<file path="config.mk">
export PLATFORM = sky130hd
export DESIGN_NAME = mem_ctrl
export DESIGN_NICKNAME = d
export VERILOG_FILES = /design/src/rtl/mem_ctrl_pkg.sv /design/src/rtl/mem_ctrl.sv
export SDC_FILE = /design/constraint.sdc
export NUM_CORES = 1
export LEC_CHECK = 0
export ABC_CLOCK_PERIOD_IN_PS = 8450
export BUFFER_PORTS_ARGS = -buffer_cell sky130_fd_sc_hd__buf_2
export CAP_MARGIN = 20
export CORE_MARGIN = 8
export CORE_UTILIZATION = 25
export DETAILED_ROUTE_END_ITERATION = 10
export PLACE_DENSITY = 0.5
export RECOVER_POWER = 100
export SYNTH_ARGS = -nofsm -noshare
export SYNTH_HDL_FRONTEND = slang
export SYNTH_SLANG_ARGS = --single-unit
</file>
<file path="constraint.sdc">
create_clock -name clk -period 8.45 [get_ports clk]
set_clock_uncertainty 0.05 [all_clocks]
set_input_delay 1.69 -clock clk [delete_from_list [all_inputs] [get_ports clk]]
set_output_delay 1.69 -clock clk [all_outputs]
set_load 0.05 [all_outputs]
</file>
<file path="src/rtl/mem_ctrl_pkg.sv">
// Shared widths, length codes and controller state encoding for mem_ctrl.
// No logic of its own; imported by the controller.
// Length helper maps the 2-bit length code to a byte count.
package mem_ctrl_pkg;

    localparam int InstAddrBus = 32;
    localparam int InstBus     = 32;

    localparam logic [InstBus-1:0] ZeroWord = 32'h0000_0000;

    localparam logic [1:0] LenByte = 2'b00;
    localparam logic [1:0] LenHalf = 2'b01;
    localparam logic [1:0] LenWord = 2'b10;

    typedef enum logic [1:0] {
        McIdle  = 2'd0,
        McFetch = 2'd1,
        McLoad  = 2'd2,
        McStore = 2'd3
    } mc_state_t;

    // Number of RAM byte accesses for a data-port length code; 11 behaves as a word.
    function automatic logic [2:0] len_bytes(input logic [1:0] len);
        case (len)
            LenByte:        return 3'd1;
            LenHalf:        return 3'd2;
            LenWord, 2'b11: return 3'd4;
            default:        return 3'd4;
        endcase
    endfunction

endpackage

</file>
<file path="src/rtl/mem_ctrl.sv">
// Purpose: single-port controller serialising IF fetches and MEM loads/stores onto a byte-wide RAM.
// Latency: read of n bytes completes n+2 cycles after accept, store of n bytes n+1 cycles after accept.
// Backpressure: requesters hold req until their done pulse; data port wins contention, fetch may be aborted.
module mem_ctrl
    import mem_ctrl_pkg::*;
(
    input  logic                   clk,
    input  logic                   rst,
    input  logic                   if_req_i,
    input  logic [InstAddrBus-1:0] if_addr_i,
    input  logic                   if_abort_i,
    output logic                   if_done_o,
    output logic [InstBus-1:0]     if_inst_o,
    input  logic                   mem_req_i,
    input  logic                   mem_we_i,
    input  logic [InstAddrBus-1:0] mem_addr_i,
    input  logic [InstBus-1:0]     mem_wdata_i,
    input  logic [1:0]             mem_len_i,
    output logic                   mem_done_o,
    output logic [InstBus-1:0]     mem_rdata_o,
    output logic [InstAddrBus-1:0] ram_addr_o,
    output logic [7:0]             ram_dout_o,
    output logic                   ram_we_o,
    input  logic [7:0]             ram_din_i
);

    mc_state_t              state;
    mc_state_t              state_nxt;
    logic [InstAddrBus-1:0] base;
    logic [2:0]             len_n;
    logic [InstBus-1:0]     wdata;
    logic [2:0]             cnt;
    logic [2:0]             cap;
    logic [InstBus-1:0]     asm_q;
    logic [InstBus-1:0]     asm_nxt;
    logic                   idle_ok;
    logic                   accept_mem;
    logic                   accept_if;
    logic                   reading;
    logic                   capture;
    logic                   last_cap;
    logic                   store_last;

    // Request acceptance and per-cycle sequencing conditions.
    always_comb begin
        idle_ok    = (state == McIdle) && !if_done_o && !mem_done_o;
        accept_mem = idle_ok && mem_req_i;
        accept_if  = idle_ok && !mem_req_i && if_req_i && !if_abort_i;
        reading    = (state == McFetch) || (state == McLoad);
        // A lane is pending whenever more addresses were issued than bytes captured.
        capture    = reading && (cap != cnt);
        last_cap   = capture && (cap == len_n - 3'd1);
        store_last = (state == McStore) && (cnt == len_n - 3'd1);
    end

    // Next-state selection; abort only cancels a fetch.
    always_comb begin
        state_nxt = state;
        case (state)
            McIdle: begin
                if (accept_mem) begin
                    state_nxt = mem_we_i ? McStore : McLoad;
                end else if (accept_if) begin
                    state_nxt = McFetch;
                end
            end
            McFetch: begin
                if (if_abort_i || last_cap) begin
                    state_nxt = McIdle;
                end
            end
            McLoad: begin
                if (last_cap) begin
                    state_nxt = McIdle;
                end
            end
            McStore: begin
                if (store_last) begin
                    state_nxt = McIdle;
                end
            end
            default: state_nxt = McIdle;
        endcase
    end

    // Merge the RAM byte into the assembly register at the capture lane.
    always_comb begin
        asm_nxt = asm_q;
        if (capture) begin
            case (cap[1:0])
                2'd0:    asm_nxt[7:0]   = ram_din_i;
                2'd1:    asm_nxt[15:8]  = ram_din_i;
                2'd2:    asm_nxt[23:16] = ram_din_i;
                default: asm_nxt[31:24] = ram_din_i;
            endcase
        end
    end

    // RAM side: address follows the issue counter, writes only in STORE and never during reset.
    always_comb begin
        ram_addr_o = ZeroWord;
        ram_dout_o = 8'h00;
        ram_we_o   = (state == McStore) && !rst;
        if (state != McIdle) begin
            ram_addr_o = base + {29'd0, cnt};
        end
        if (state == McStore) begin
            case (cnt[1:0])
                2'd0:    ram_dout_o = wdata[7:0];
                2'd1:    ram_dout_o = wdata[15:8];
                2'd2:    ram_dout_o = wdata[23:16];
                default: ram_dout_o = wdata[31:24];
            endcase
        end
    end

    // State register.
    always_ff @(posedge clk or posedge rst) begin
        if (rst) begin
            state <= McIdle;
        end else begin
            state <= state_nxt;
        end
    end

    // Request latch, issue/capture counters and the assembly register.
    always_ff @(posedge clk or posedge rst) begin
        if (rst) begin
            base  <= ZeroWord;
            len_n <= 3'd0;
            wdata <= ZeroWord;
            cnt   <= 3'd0;
            cap   <= 3'd0;
            asm_q <= ZeroWord;
        end else if (accept_mem || accept_if) begin
            base  <= accept_mem ? mem_addr_i : if_addr_i;
            len_n <= accept_mem ? len_bytes(mem_len_i) : 3'd4;
            wdata <= accept_mem ? mem_wdata_i : ZeroWord;
            cnt   <= 3'd0;
            cap   <= 3'd0;
            asm_q <= ZeroWord;
        end else if (state != McIdle) begin
            if (cnt < len_n) begin
                cnt <= cnt + 3'd1;
            end
            if (capture) begin
                cap   <= cap + 3'd1;
                asm_q <= asm_nxt;
            end
        end
    end

    // Result registers and one-cycle done pulses.
    always_ff @(posedge clk or posedge rst) begin
        if (rst) begin
            if_done_o   <= 1'b0;
            if_inst_o   <= ZeroWord;
            mem_done_o  <= 1'b0;
            mem_rdata_o <= ZeroWord;
        end else begin
            if_done_o  <= (state == McFetch) && !if_abort_i && last_cap;
            mem_done_o <= ((state == McLoad) && last_cap) || store_last;
            if ((state == McFetch) && !if_abort_i && last_cap) begin
                if_inst_o <= asm_nxt;
            end
            if ((state == McLoad) && last_cap) begin
                mem_rdata_o <= asm_nxt;
            end
        end
    end

endmodule

</file>
After elaboration in Yosys (flattened, before gate mapping). Cells that the tools add are included.

Register bits: 173. Input bits: 112. Output and inout bits: 107. Logic and storage cells: 96.

$add $sub $neg: 4. $lt $le $gt $ge: 1. Equality and inequality tests: 17. Mux-type cells: 28. Reductions and logical operators: 35.

Operator list (number): two-way mux 32 bit (7); two-way mux 8 bit (5); adder 32 x 3 -> 32 bit (1); one-hot mux 8 bit (3 select lines) (1); two-way mux 3 bit (7); logical AND 1 bit (13); equality test 2 bit, second input constant (6); two-way mux 2 bit (5); one-hot mux 3 bit (3 select lines) (1); equality test 2 x 1 -> 1 bit, second input constant (4); zero test 2 bit (4); one-hot mux 2 bit (4 select lines) (1); nonzero test 2 bit (4); adder 3 x 1 -> 3 bit, second input constant (2); equality test 3 bit (2); zero test 1 bit (5); logical OR 1 bit (4); inequality test 2 bit, second input constant (2); AND reduction 2 bit (2); AND reduction 4 bit (1); less-than comparator 3 bit (1); inequality test 3 bit (1); inequality test 3 bit, second input constant (1); OR reduction 3 bit (1); other kinds (4) (4).

Logic depth before layout (Yosys ltp). Gate-level depths: netlist of run 1.

Word-level depth: 9. Depth in mapped cells: 9. Depth with buffers taken out: 8.

Worst setup path after synthesis of run 1. Ideal clock, no wire load.

Path type: register to output. From: register cnt[0]. To: output port ram_addr_o[12]. Data arrival time: 2.674 ns. Data required time: 6.710 ns. Slack: 4.036 ns. Stages on the path, launching flop included: 8. Cells stage by stage: dfrtp_1 ha_1 inv_1 fa_1 nor2b_1 o2111ai_2 or3_1 a21oi_1.

Longest elaborated chain between the ends: 2.

RTL lines: from (decl) (line mem_ctrl.sv:32) `logic [2:0] cnt;`; from (signal assigned) (line mem_ctrl.sv:144) `cnt <= cnt + 3'd1;`; adder 32 x 3 -> 32 bit (line mem_ctrl.sv:105) `ram_addr_o = base + {29'd0, cnt};`; two-way mux 32 bit (line mem_ctrl.sv:104) `if (state != McIdle) begin`; to (decl) (line mem_ctrl.sv:21) `output logic [InstAddrBus-1:0] ram_addr_o,`.

No other way between the ends.

Worst setup path after layout of run 1.
From: register state[0]. To: register base[29].

Longest elaborated chain between the ends: 7. Elaborated cells on any way between the ends: 9. Classes of those cells: 1 x mux; 8 x reduce/logical.

RTL lines: from (decl) (line mem_ctrl.sv:27) `mc_state_t state;`; from (signal assigned) (line mem_ctrl.sv:120) `state <= McIdle;`; from (signal assigned) (line mem_ctrl.sv:122) `state <= state_nxt;`; zero test 2 bit * (line mem_ctrl.sv:46) `idle_ok = (state == McIdle) && !if_done_o && !mem_done_o;`; logical AND 1 bit * (2 in a row) (line mem_ctrl.sv:46); logical AND 1 bit (3 in a row) (line mem_ctrl.sv:48) `accept_if = idle_ok && !mem_req_i && if_req_i && !if_abort_i;`; logical OR 1 bit (line mem_ctrl.sv:135) `end else if (accept_mem || accept_if) begin`; to (signal assigned) (line mem_ctrl.sv:129) `base <= ZeroWord;`; to (signal assigned) (line mem_ctrl.sv:136) `base <= accept_mem ? mem_addr_i : if_addr_i;`; to (decl) (line mem_ctrl.sv:29) `logic [InstAddrBus-1:0] base;`.

Mark *: on every way between the ends. The rest lies on a longest branch, timed or not. A chain may end at the register's enable or synchronous reset.

==> flow_metrics.env, run 1 <==
export IMPL_status="complete, but fails checks"
export IMPL_violations="capacitance limit, slew limit"
export IMPL_final_max_slew_violation_count=321
export IMPL_yosysMostFrequentCell="dfrtp_1"
export IMPL_internal_power_mw=2.165
export IMPL_drive_gt1_share_pct=18.25
export IMPL_holdCritStartpoint="mem_rdata_o[10]$_DFFE_PP0P_"
export IMPL_critPathArrivalTime_ps=6020
export IMPL_hpwl_mm=17.83
export IMPL_r2r_end="base[29]$_DFFE_PP0N_"
export IMPL_cts_resized=0
export IMPL_synthCells=812
export IMPL_wire_per_inst_microns=17.39
export IMPL_area_growth_pct=22.09
export IMPL_rrSetupSlack_ps=2720
export IMPL_avgSynthCellArea_sq_um=10.30
export IMPL_path_buf_inv=2
export IMPL_drtIter0Drc=286
export IMPL_place_gp_congestion=0.7603
export IMPL_wirelength_mm=25.33
export IMPL_fp_dieH_microns=198.9
export IMPL_total_power_mw=4.253
export IMPL_cts_root_buf="clkbuf_16"
export IMPL_htree_levels=4
export IMPL_numCtsBuffers=17
export IMPL_ys_ff_latch=173
export IMPL_tns_ps=0
export IMPL_grt_pass1_wl_mm=39.21
export IMPL_fin_crit_ps=5725
export IMPL_ys_flop_type="dfrtp_1"
export IMPL_path_cells="inv_1, ha_1, nor3b_1, and2_2, clkbuf_1, o22ai_1, o21ai_0"
export IMPL_worstPathRequired_ps=8740
export IMPL_fillers=3598
export IMPL_clockBufferDepth=2
export IMPL_clk_pin_slew_worst_paths_ps=70
export IMPL_multi_input_area_sq_um=3666
export IMPL_avgViaCountPerCell=4.563
export IMPL_max_cap_violations=5
export IMPL_hold_class="reg -> reg"
export IMPL_async_flop_share_pct=100.0
export IMPL_dp_slack_ps=3900
export IMPL_finalHoldViolations=0
export IMPL_ys_seq_area_share_pct=51.77
export IMPL_drc_errors=0
export IMPL_cp_start_kind="flip-flop"
export IMPL_clock_power_share_pct=18.5
export IMPL_fmax_mhz=174.7
export IMPL_vdd_drop_max_mv=0.2685
export IMPL_dr_pass1_iters=4
export IMPL_fp_dieW_microns=198.9
export IMPL_cp_end_kind="flip-flop"
export IMPL_grt_max_degree=108
export IMPL_crit_family="buffers and inverters"
export IMPL_syn_area_sq_um=8362
export IMPL_die_area_sq_um=39560
export IMPL_grtUsageTotal_pct=12.81
export IMPL_synth_top_cell_area_share_pct=51.77
export IMPL_vias=6643
export IMPL_synth_warning_count=0
export IMPL_seqPwrFrac_pct=32.3
export IMPL_finalSetupViolations=0
export IMPL_clkSinkCount=173
export IMPL_num_rows=67
export IMPL_cp_slowest_cell="clkbuf_1"
export IMPL_hold_depth=2
export IMPL_pin_count=219
export IMPL_leakagePower_nw=4.758
export IMPL_tightest_slew_ps=3241
export IMPL_floorplan_initialDensity_pct=25.19
export IMPL_switching_share_pct=49.09
export IMPL_synth_fp_nets=944
export IMPL_synthTopCellsByArea="dfrtp_1 52%, a22o_1 6.8%, mux2i_1 4.3%, o21ai_0 4.3%, nand2_1 3.6%"
export IMPL_slew_headroom_pct=-116.1
export IMPL_fin_crit_sh_pct=67.76
export IMPL_combPwrFrac_pct=49.2
export IMPL_path_class="reg -> reg"
export IMPL_switching_power_mw=2.088
export IMPL_path_max_fanout=63
export IMPL_synth_edff_count=0
export IMPL_grt_ovfl_total=0
export IMPL_r2r_start="state[0]$_DFFE_PP0P_"
export IMPL_antenna_found_initial=3
export IMPL_final_seq_area_sq_um=4329
export IMPL_final_util_pct=30.75
export IMPL_ctsHoldBuffers=0
export IMPL_cts_setup_buffers=0
export IMPL_rsz0062_at_grt="no"
export IMPL_postRouteAntennaNets=0
export IMPL_synth_top_cell_by_area="dfrtp_1"
export IMPL_grt_pass1_vias=6798
export IMPL_path_depth=7
export IMPL_clk_latency_ps=440
export IMPL_yosysUniqueCellTypes=51
export IMPL_fin_nets=1127
export IMPL_reg2reg_depth=7
export IMPL_holdPathEnd="mem_rdata_o[10]$_DFFE_PP0P_"
export IMPL_num_antenna_cells=0
export IMPL_fp_coreArea_sq_um=33200
export IMPL_cts_tree="yes"
export IMPL_timing_final_ws_setup_ps=2725
export IMPL_critical_path_max_stage_delay_ps=2020
export IMPL_synthTopCellsByCount="173 x dfrtp_1, 80 x nand2_1, 79 x nor2_1"
export IMPL_io_buffers=218
export IMPL_power_density_nw_per_um2=416.6
[cells by family after synthesis]
| logic type | count (synthesis) | synth area share (%) |
|---|---|---|
| mux | 44 | 5.387 |
| simple gates | 230 | 12.72 |
| compound gates | 243 | 19.98 |
| fa+ha+maj | 20 | 3.082 |
| flops | 173 | 51.77 |
| buf+inv | 77 | 4.085 |
| xor+xnor | 25 | 2.978 |
[power groups by stage]
stage	logic, mW	clock network (mW)	registers, mW
floorplan	1.33	0	1.68
global placement	2.16	0	1.38
detailed placement	2.17	0	1.39
CTS	2.18	0.819	1.37
global route	2.30	0.851	1.42
finish	2.09	0.788	1.37
[worst register-to-register path, cell delays in order, from the launching register on]
cell,delay [ps]
dfrtp_1,400
inv_1,110
ha_1,1330
nor3b_1,680
and2_2,250
clkbuf_1,2020
o22ai_1,480
o21ai_0,320
[sequential cells by signal (all words and copies together) (netlist names)]
register     flops
if_done_o        1
base            32
len_n            3
state            2
asm_q           32
mem_rdata_o     32
mem_done_o       1
cap              3
cnt              3
if_inst_o       32
wdata           32
[placed cells by master, fill, tap and decap left out, types with 12 or more instances in the layout]
cell	Yosys	layout
dfrtp_1	173	173
o22ai_1	32	32
nand3_1	14	13
nand2_1	80	80
buf_2	6	113
nor2b_1	13	13
o21ai_0	72	76
nor2_1	79	79
a21oi_2	17	17
a22o_1	65	65
mux2i_1	36	36
a21oi_1	30	30
inv_1	16	15
ha_1	19	19
clkbuf_16	0	17
xor2_1	11	12
clkbuf_1	43	109
[area by class of cell]
class	count	area share, %
Inverter	17	0.6373
Tap cell	448	5.491
Multi-Input combinational cell	562	35.91
Clock inverter	12	1.091
Clock buffer	20	4.572
Sequential cell	173	42.41
Timing Repair Buffer	224	9.891
[through the flow]
step | cell area, sq um | hold WS (ps) | cells
final | 10210 | 425.8 | 1456
after detailed placement | 9798 | 415.8 | 1423
after global routing | 10210 | 456.1 | 1456
after floorplan | 8362 | 406.3 | 812
after global placement | 9798 | 406.7 | 1423
after CTS | 10380 | 430.6 | 1455
[how the worst max path moves through the flow]
stage / slack [ps] / start / endpoint
final: 2720 / state[0]$_DFFE_PP0P_ / base[29]$_DFFE_PP0N_
after global routing: 2140 / state[0]$_DFFE_PP0P_ / base[29]$_DFFE_PP0N_
after CTS: 3400 / cnt[0]$_DFFE_PP0P_ / ram_addr_o[30]
after detailed placement: 3900 / cnt[0]$_DFFE_PP0P_ / ram_addr_o[30]
after global placement: 3970 / cnt[0]$_DFFE_PP0P_ / ram_addr_o[30]
after floorplan: 2020 / rst / asm_q[0]$_DFFE_PP0P_
[routing by layer]
metal  routed length [microns]  up-vias  GRT usage, %
met4                       334        6         3.568
met2                     11580      166         19.84
met5                        35        -             0
met3                      1536       26         3.976
met1                     11840     3190         17.04
li1                          -     3255             -
No activity file was read; power rests on OpenSTA's default activity.
==> run 2: changes to the inputs <==
ABC_AREA = 1   (was default)
ABC_CLOCK_PERIOD_IN_PS = 5800   (was 8450)
PLACE_DENSITY = 0.49   (was 0.5)
clock period = 5.8 ns   (was 8.45 ns; I/O delays follow)
==> run 2 against run 1 <==
The flow still finishes with violations (capacitance limit, slew limit). Register-to-register slack got worse by 1000 ps. Hold slack improved by 9.4 ps. Flip-flop and latch count did not move. Power rose by 60%. Global-route usage rose by 2.1 points. Clock power rose by 51%. Core utilization fell by 0.16 points. Non-clock buffer count rose by 6. Sequential power rose by 44%. Largest power group unchanged.
==> flow_metrics.env, run 2 <==
export IMPL_status="complete, but fails checks"
export IMPL_violations="capacitance limit, slew limit"
export IMPL_avgViaCountPerCell=4.584
export IMPL_wire_per_inst_microns=17.37
export IMPL_rrSetupSlack_ps=1680
export IMPL_max_cap_violations=8
export IMPL_final_seq_area_sq_um=4329
export IMPL_grt_max_degree=74
export IMPL_postRouteAntennaNets=0
export IMPL_clkSinkCount=173
export IMPL_cp_start_kind="flip-flop"
export IMPL_grtUsageTotal_pct=14.93
export IMPL_synthTopCellsByCount="352 x nand2_1, 173 x dfrtp_1, 138 x o21ai_0"
export IMPL_worstPathRequired_ps=4590
export IMPL_holdCritStartpoint="mem_rdata_o[7]$_DFFE_PP0P_"
export IMPL_avgSynthCellArea_sq_um=7.787
export IMPL_cp_slowest_cell="clkbuf_1"
export IMPL_cts_resized=0
export IMPL_cp_end_kind="primary output"
export IMPL_clk_pin_slew_worst_paths_ps=70
export IMPL_vdd_drop_max_mv=0.2468
export IMPL_use_met2_pct=24.19
export IMPL_busiest_layer="met2"
export IMPL_ctsHoldBuffers=0
export IMPL_placedCellCount=1793
export IMPL_path_class="reg -> out"
export IMPL_finalHoldViolations=0
export IMPL_yosysMostFrequentCell="nand2_1"
export IMPL_final_common_cell="nand2_1"
export IMPL_fmax_mhz=209.7
export IMPL_r2r_start="cap[0]$_DFFE_PP0P_"
export IMPL_fp_coreArea_sq_um=35660
export IMPL_fillers=3946
export IMPL_path_max_fanout=7
export IMPL_grt_pass1_wl_mm=49.30
export IMPL_final_util_pct=30.59
export IMPL_tns_ps=0
export IMPL_hold_depth=2
export IMPL_path_cells="ha_1, inv_1, fa_1, inv_1, nand2_1, a21oi_1, nand3_1, nor2_1, nand2_1, nand2_1, nand2_1, nor2_1, clkbuf_1"
export IMPL_fin_crit_ps=4769
export IMPL_synth_top_cell_area_share_pct=47.76
export IMPL_synth_warning_count=0
export IMPL_antenna_found_initial=2
export IMPL_fin_crit_sh_pct=82.23
export IMPL_numCtsBuffers=17
export IMPL_leakagePower_nw=5.099
export IMPL_finalSetupViolations=0
export IMPL_power_density_nw_per_um2=623.0
export IMPL_use_met1_pct=20.06
export IMPL_synthCells=1164
export IMPL_cts_root_buf="clkbuf_16"
export IMPL_hold_class="reg -> reg"
export IMPL_fin_nets=1485
export IMPL_r2r_end="if_inst_o[30]$_DFFE_PP0P_"
export IMPL_fin_cells=1828
export IMPL_mostFrequentLayoutCells="350 x nand2_1, 187 x o21ai_0, 173 x dfrtp_1, 114 x clkbuf_1, 112 x buf_2"
export IMPL_tightest_slew_ps=3170
export IMPL_ys_ff_latch=173
export IMPL_drive_gt1_share_pct=11.79
export IMPL_place_gp_congestion=0.8492
export IMPL_num_rows=69
export IMPL_clockBufferDepth=2
export IMPL_synth_top_cell_by_area="dfrtp_1"
export IMPL_pin_count=219
export IMPL_synthTopCellsByArea="dfrtp_1 48%, nand2_1 15%, o21ai_0 7.6%, inv_1 4.3%, nor2_1 4.1%"
export IMPL_ys_seq_area_share_pct=47.76
export IMPL_rsz0062_at_grt="no"
export IMPL_area_growth_pct=20.33
export IMPL_yosysUniqueCellTypes=35
export IMPL_synth_fp_nets=1296
export IMPL_timing_critical_path_mode_cell="nand2_1"
export IMPL_grt_ovfl_total=0
export IMPL_holdPathEnd="mem_rdata_o[7]$_DFFE_PP0P_"
export IMPL_synth_edff_count=0
export IMPL_clk_latency_ps=440
export IMPL_ys_flop_type="dfrtp_1"
export IMPL_grt_pass1_vias=8411
export IMPL_cts_setup_buffers=0
export IMPL_fp_dieH_microns=206.4
export IMPL_critical_path_max_stage_delay_ps=480
export IMPL_drc_errors=0
export IMPL_drtIter0Drc=499
export IMPL_reg2reg_depth=9
export IMPL_hpwl_mm=22.88
export IMPL_vias=8380
export IMPL_syn_area_sq_um=9064
export IMPL_multi_input_area_sq_um=3931
export IMPL_wirelength_mm=31.75
export IMPL_htree_levels=4
export IMPL_io_buffers=218
export IMPL_dr_pass1_iters=5
export IMPL_total_power_mw=6.795
export IMPL_grt_use_met3_pct=3.370
export IMPL_floorplan_initialDensity_pct=25.42
export IMPL_slew_headroom_pct=-111.3
export IMPL_final_max_slew_violation_count=372
export IMPL_cts_tree="yes"
export IMPL_async_flop_share_pct=100.0
export IMPL_die_area_sq_um=42600
export IMPL_fp_dieW_microns=206.4
export IMPL_critPathArrivalTime_ps=3560
-- run 2: kinds of logic (layout without fill, tap and decap cells) --
family	after synthesis	after routing	share of synthesized area, %
AOI/OAI and AO/OA	283	283	17.96
xor gates and xnor gates	8	8	0.7731
DFF	173	173	47.76
other	0	1	0
adders and majority gates	20	20	2.844
buffers and inverters	171	373	8.379
and+or+nand+nor	509	509	22.28
-- run 2: through the flow --
stage	hold WS (ps)	instance area, sq um	setup WS (ps)
global route	467.6	10910	747.1
finish	435.2	10910	1031
global placement	413.4	10480	2059
detailed placement	417.9	10480	1996
floorplan	409.4	9067	2129
CTS	435.7	11080	1509
-- run 2: power breakdown --
part | internal (mW) | switching, mW | total, mW
Combinational | 0.870 | 2.76 | 3.63
Clock | 0.674 | 0.516 | 1.19
Sequential | 1.65 | 0.319 | 1.97
Total | 3.20 | 3.60 | 6.80
-- run 2: worst max-delay path: cells and delay by family, from the launching register on --
family / cells / cell delay [ps]
AOI/OAI and AO/OA: 1 / 350
adders and majority gates: 2 / 600
buffers and inverters: 3 / 620
DFF: 1 / 460
and+or+nand+nor: 7 / 1080
-- run 2: layout make-up --
type | count | area share [%]
Clock buffer | 21 | 4.313
Clock inverter | 11 | 1.205
Multi-Input combinational cell | 820 | 36.04
Tap cell | 461 | 5.289
Timing Repair Buffer | 230 | 9.602
Antenna cell | 1 | 0.02294
Sequential cell | 173 | 39.69
Inverter | 111 | 3.832
-- run 2: worst max-delay path by stage --
stage | start | to | slack (ps) | cells after the start
2_1_floorplan | cnt[0]$_DFFE_PP0P_ | ram_addr_o[18] | 2130 | 12
3_3_place_gp | cnt[1]$_DFFE_PP0P_ | ram_addr_o[18] | 2060 | 12
3_5_place_dp | cnt[1]$_DFFE_PP0P_ | ram_addr_o[18] | 2000 | 12
4_1_cts | cnt[1]$_DFFE_PP0P_ | ram_addr_o[18] | 1510 | 12
5_1_grt | cnt[0]$_DFFE_PP0P_ | ram_addr_o[18] | 750 | 13
6_report | cnt[0]$_DFFE_PP0P_ | ram_addr_o[18] | 1030 | 13
-- run 2: layer usage --
layer / wire, microns / up-vias
li1: - / 4178
met1: 14750 / 3980
met2: 15150 / 202
met3: 1571 / 18
met4: 269 / 2
met5: 13 / -
==> run 3: changes to the inputs <==
ABC_CLOCK_PERIOD_IN_PS = 4000   (was 5800)
PLACE_DENSITY = 0.51   (was 0.49)
clock period = 4 ns   (was 5.8 ns; I/O delays follow)
==> run 3 against run 2 <==
The run still ends with capacitance limit, slew limit left. Power rose by 44%. Final area fell by 0.11%. Register-to-register slack got worse by 1200 ps. Critical path depth did not move. First-iteration DRC count rose by 26%. Clock power rose by 37%. Via count barely moved. Hold slack got worse by 4.7 ps. Combinational power rose by 46%. Critical endpoint is now ram_addr_o[26].
==> flow_metrics.env, run 3 (synthesis results as in run 2) <==
export IMPL_fin_nets=1486
export IMPL_hold_depth=2
export IMPL_combPwrFrac_pct=54.1
export IMPL_switching_share_pct=53.51
export IMPL_htree_levels=4
export IMPL_clk_latency_ps=440
export IMPL_num_rows=69
export IMPL_path_max_fanout=7
export IMPL_crit_family="simple AND/OR/NAND/NOR gates"
export IMPL_fin_crit_sh_pct=94.03
export IMPL_fmax_mhz=265.9
export IMPL_power_density_nw_per_um2=897.8
export IMPL_cp_slowest_cell="dfrtp_1"
export IMPL_grtUsageTotal_pct=14.71
export IMPL_whs_ps=430.6
export IMPL_cp_end_kind="primary output"
export IMPL_ctsHoldBuffers=0
export IMPL_max_cap_violations=3
export IMPL_area_growth_pct=20.20
export IMPL_num_antenna_cells=0
export IMPL_antenna_found_initial=0
export IMPL_final_common_cell="nand2_1"
export IMPL_grt_pass1_vias=8310
export IMPL_path_class="reg -> out"
export IMPL_fin_crit_ps=3761
export IMPL_path_buf_inv=3
export IMPL_timing_critical_path_mode_cell="nand2_1"
export IMPL_switching_power_mw=5.233
export IMPL_mostFrequentLayoutCells="352 x nand2_1, 183 x o21ai_0, 173 x dfrtp_1, 112 x buf_2, 104 x inv_1"
export IMPL_fp_dieW_microns=206.4
export IMPL_clk_pin_slew_worst_paths_ps=70
export IMPL_vias=8388
export IMPL_cts_tree="yes"
export IMPL_leakagePower_nw=5.122
export IMPL_grt_ovfl_total=0
export IMPL_cp_start_kind="flip-flop"
export IMPL_wirelength_mm=31.24
export IMPL_worstPathRequired_ps=3150
export IMPL_violations="capacitance limit, slew limit"
export IMPL_drive_gt1_share_pct=13.25
export IMPL_cts_root_buf="clkbuf_16"
export IMPL_cts_setup_buffers=0
export IMPL_rsz0062_at_grt="no"
export IMPL_fp_dieH_microns=206.4
export IMPL_grt_pass1_wl_mm=48.38
export IMPL_drc_errors=0
export IMPL_floorplan_initialDensity_pct=25.42
export IMPL_critPathArrivalTime_ps=2910
export IMPL_drtIter0Drc=627
export IMPL_path_cells="ha_1, inv_1, fa_1, inv_1, nand2_1, a21oi_4, nand3_2, nor2_2, nand2_1, nand2_1, nand2_1, nor2_1, clkbuf_4"
export IMPL_grt_max_degree=74
export IMPL_wire_per_inst_microns=17.10
export IMPL_internal_power_mw=4.547
export IMPL_numCtsBuffers=17
export IMPL_clockBufferDepth=2
export IMPL_slew_headroom_pct=-25.50
export IMPL_place_gp_congestion=0.8502
export IMPL_dr_pass1_iters=5
export IMPL_clkSinkCount=173
export IMPL_final_max_slew_violation_count=108
export IMPL_finalHoldViolations=0
export IMPL_vdd_drop_max_mv=0.3688
export IMPL_tightest_slew_ps=1882
export IMPL_seqPwrFrac_pct=29.3
export IMPL_avgViaCountPerCell=4.591
export IMPL_clock_power_share_pct=16.7
export IMPL_hpwl_mm=22.84
export IMPL_status="complete, but fails checks"
export IMPL_placedCellCount=1796
export IMPL_fp_coreArea_sq_um=35660
export IMPL_hold_class="reg -> reg"
export IMPL_critical_path_max_stage_delay_ps=450
export IMPL_finalSetupViolations=0
export IMPL_reg2reg_depth=10
export IMPL_tns_ps=0
export IMPL_die_area_sq_um=42600
export IMPL_fin_cells=1827
export IMPL_io_buffers=218
export IMPL_postRouteAntennaNets=0
export IMPL_path_depth=13
export IMPL_pin_count=219
-- run 3: changes by cell type in the layout (fill, tap and decap cells not counted), moves of 3 or more --
cell / previous run / this run
clkbuf_1: 114 / 98
clkbuf_2: 0 / 16
o21ai_0: 187 / 183
o21ai_1: 2 / 5
-- run 3: routing by layer --
| layer | global-route usage [%] | vias to the layer above | part of all wire (%) |
|---|---|---|---|
| met1 | 20.32 | 4005 | 47 |
| met3 | 2.994 | 15 | 4.6 |
| li1 | - | 4169 | - |
| met5 | 0 | - | 0 |
| met2 | 23.32 | 199 | 47 |
| met4 | 3.418 | 0 | 0.89 |
-- run 3: path summary, 6_finish.rpt --
check,from,end,slack (ps)
setup / recovery,cnt[0]$_DFFE_PP0P_,ram_addr_o[26],240
setup reg to reg,cnt[0]$_DFFE_PP0P_,asm_q[4]$_DFFE_PP0P_,520
hold reg to reg,if_inst_o[3]$_DFFE_PP0P_,if_inst_o[3]$_DFFE_PP0P_,430
min in group asynchronous,rst,asm_q[5]$_DFFE_PP0P_,620
hold / removal,if_inst_o[3]$_DFFE_PP0P_,if_inst_o[3]$_DFFE_PP0P_,430
max in group asynchronous,rst,asm_q[20]$_DFFE_PP0P_,850
-- run 3: what timing repair did --
action | in CTS | in global routing
resized for setup | 0 | 5
endpoints found under the hold margin | 0 | 0
setup endpoints to repair | 0 | 5
-- run 3: power groups by stage --
stage / sequential (mW) / clock, mW / combinational, mW
after CTS: 2.85 / 1.69 / 5.59
final: 2.86 / 1.63 / 5.29
after floorplan: 3.48 / 0 / 3.40
after detailed placement: 2.87 / 0 / 5.58
after global placement: 2.87 / 0 / 5.51
after global routing: 2.94 / 1.76 / 5.88
-- run 3: final cells by class --
type,count,area (sq um)
fill,3872,24760
sequential,173,4329
multi-input combinational,820,3951
timing repair buffer,231,1062
tap,461,576.8
clock buffer,19,442.9
inverter,111,417.9
clock inverter,12,113.9
-- run 3: tightest hold or removal path, stage by stage (launching register included) --
cell and delay (ps):
dfrtp_1 340, nand2_1 60, o21ai_2 50
-- run 3: stage by stage --
stage / utilization [%] / instance area [sq um] / setup WS (ps) / total power [mW]
4_1_cts: 31.12 / 11100 / 39.72 / 10.14
6_report: 30.55 / 10890 / 238.9 / 9.781
5_1_grt: 30.55 / 10890 / 10.83 / 10.58
3_3_place_gp: 29.56 / 10540 / 600.7 / 8.386
2_1_floorplan: - / 9067 / 689.0 / 6.883
3_5_place_dp: 29.56 / 10540 / 531.9 / 8.457
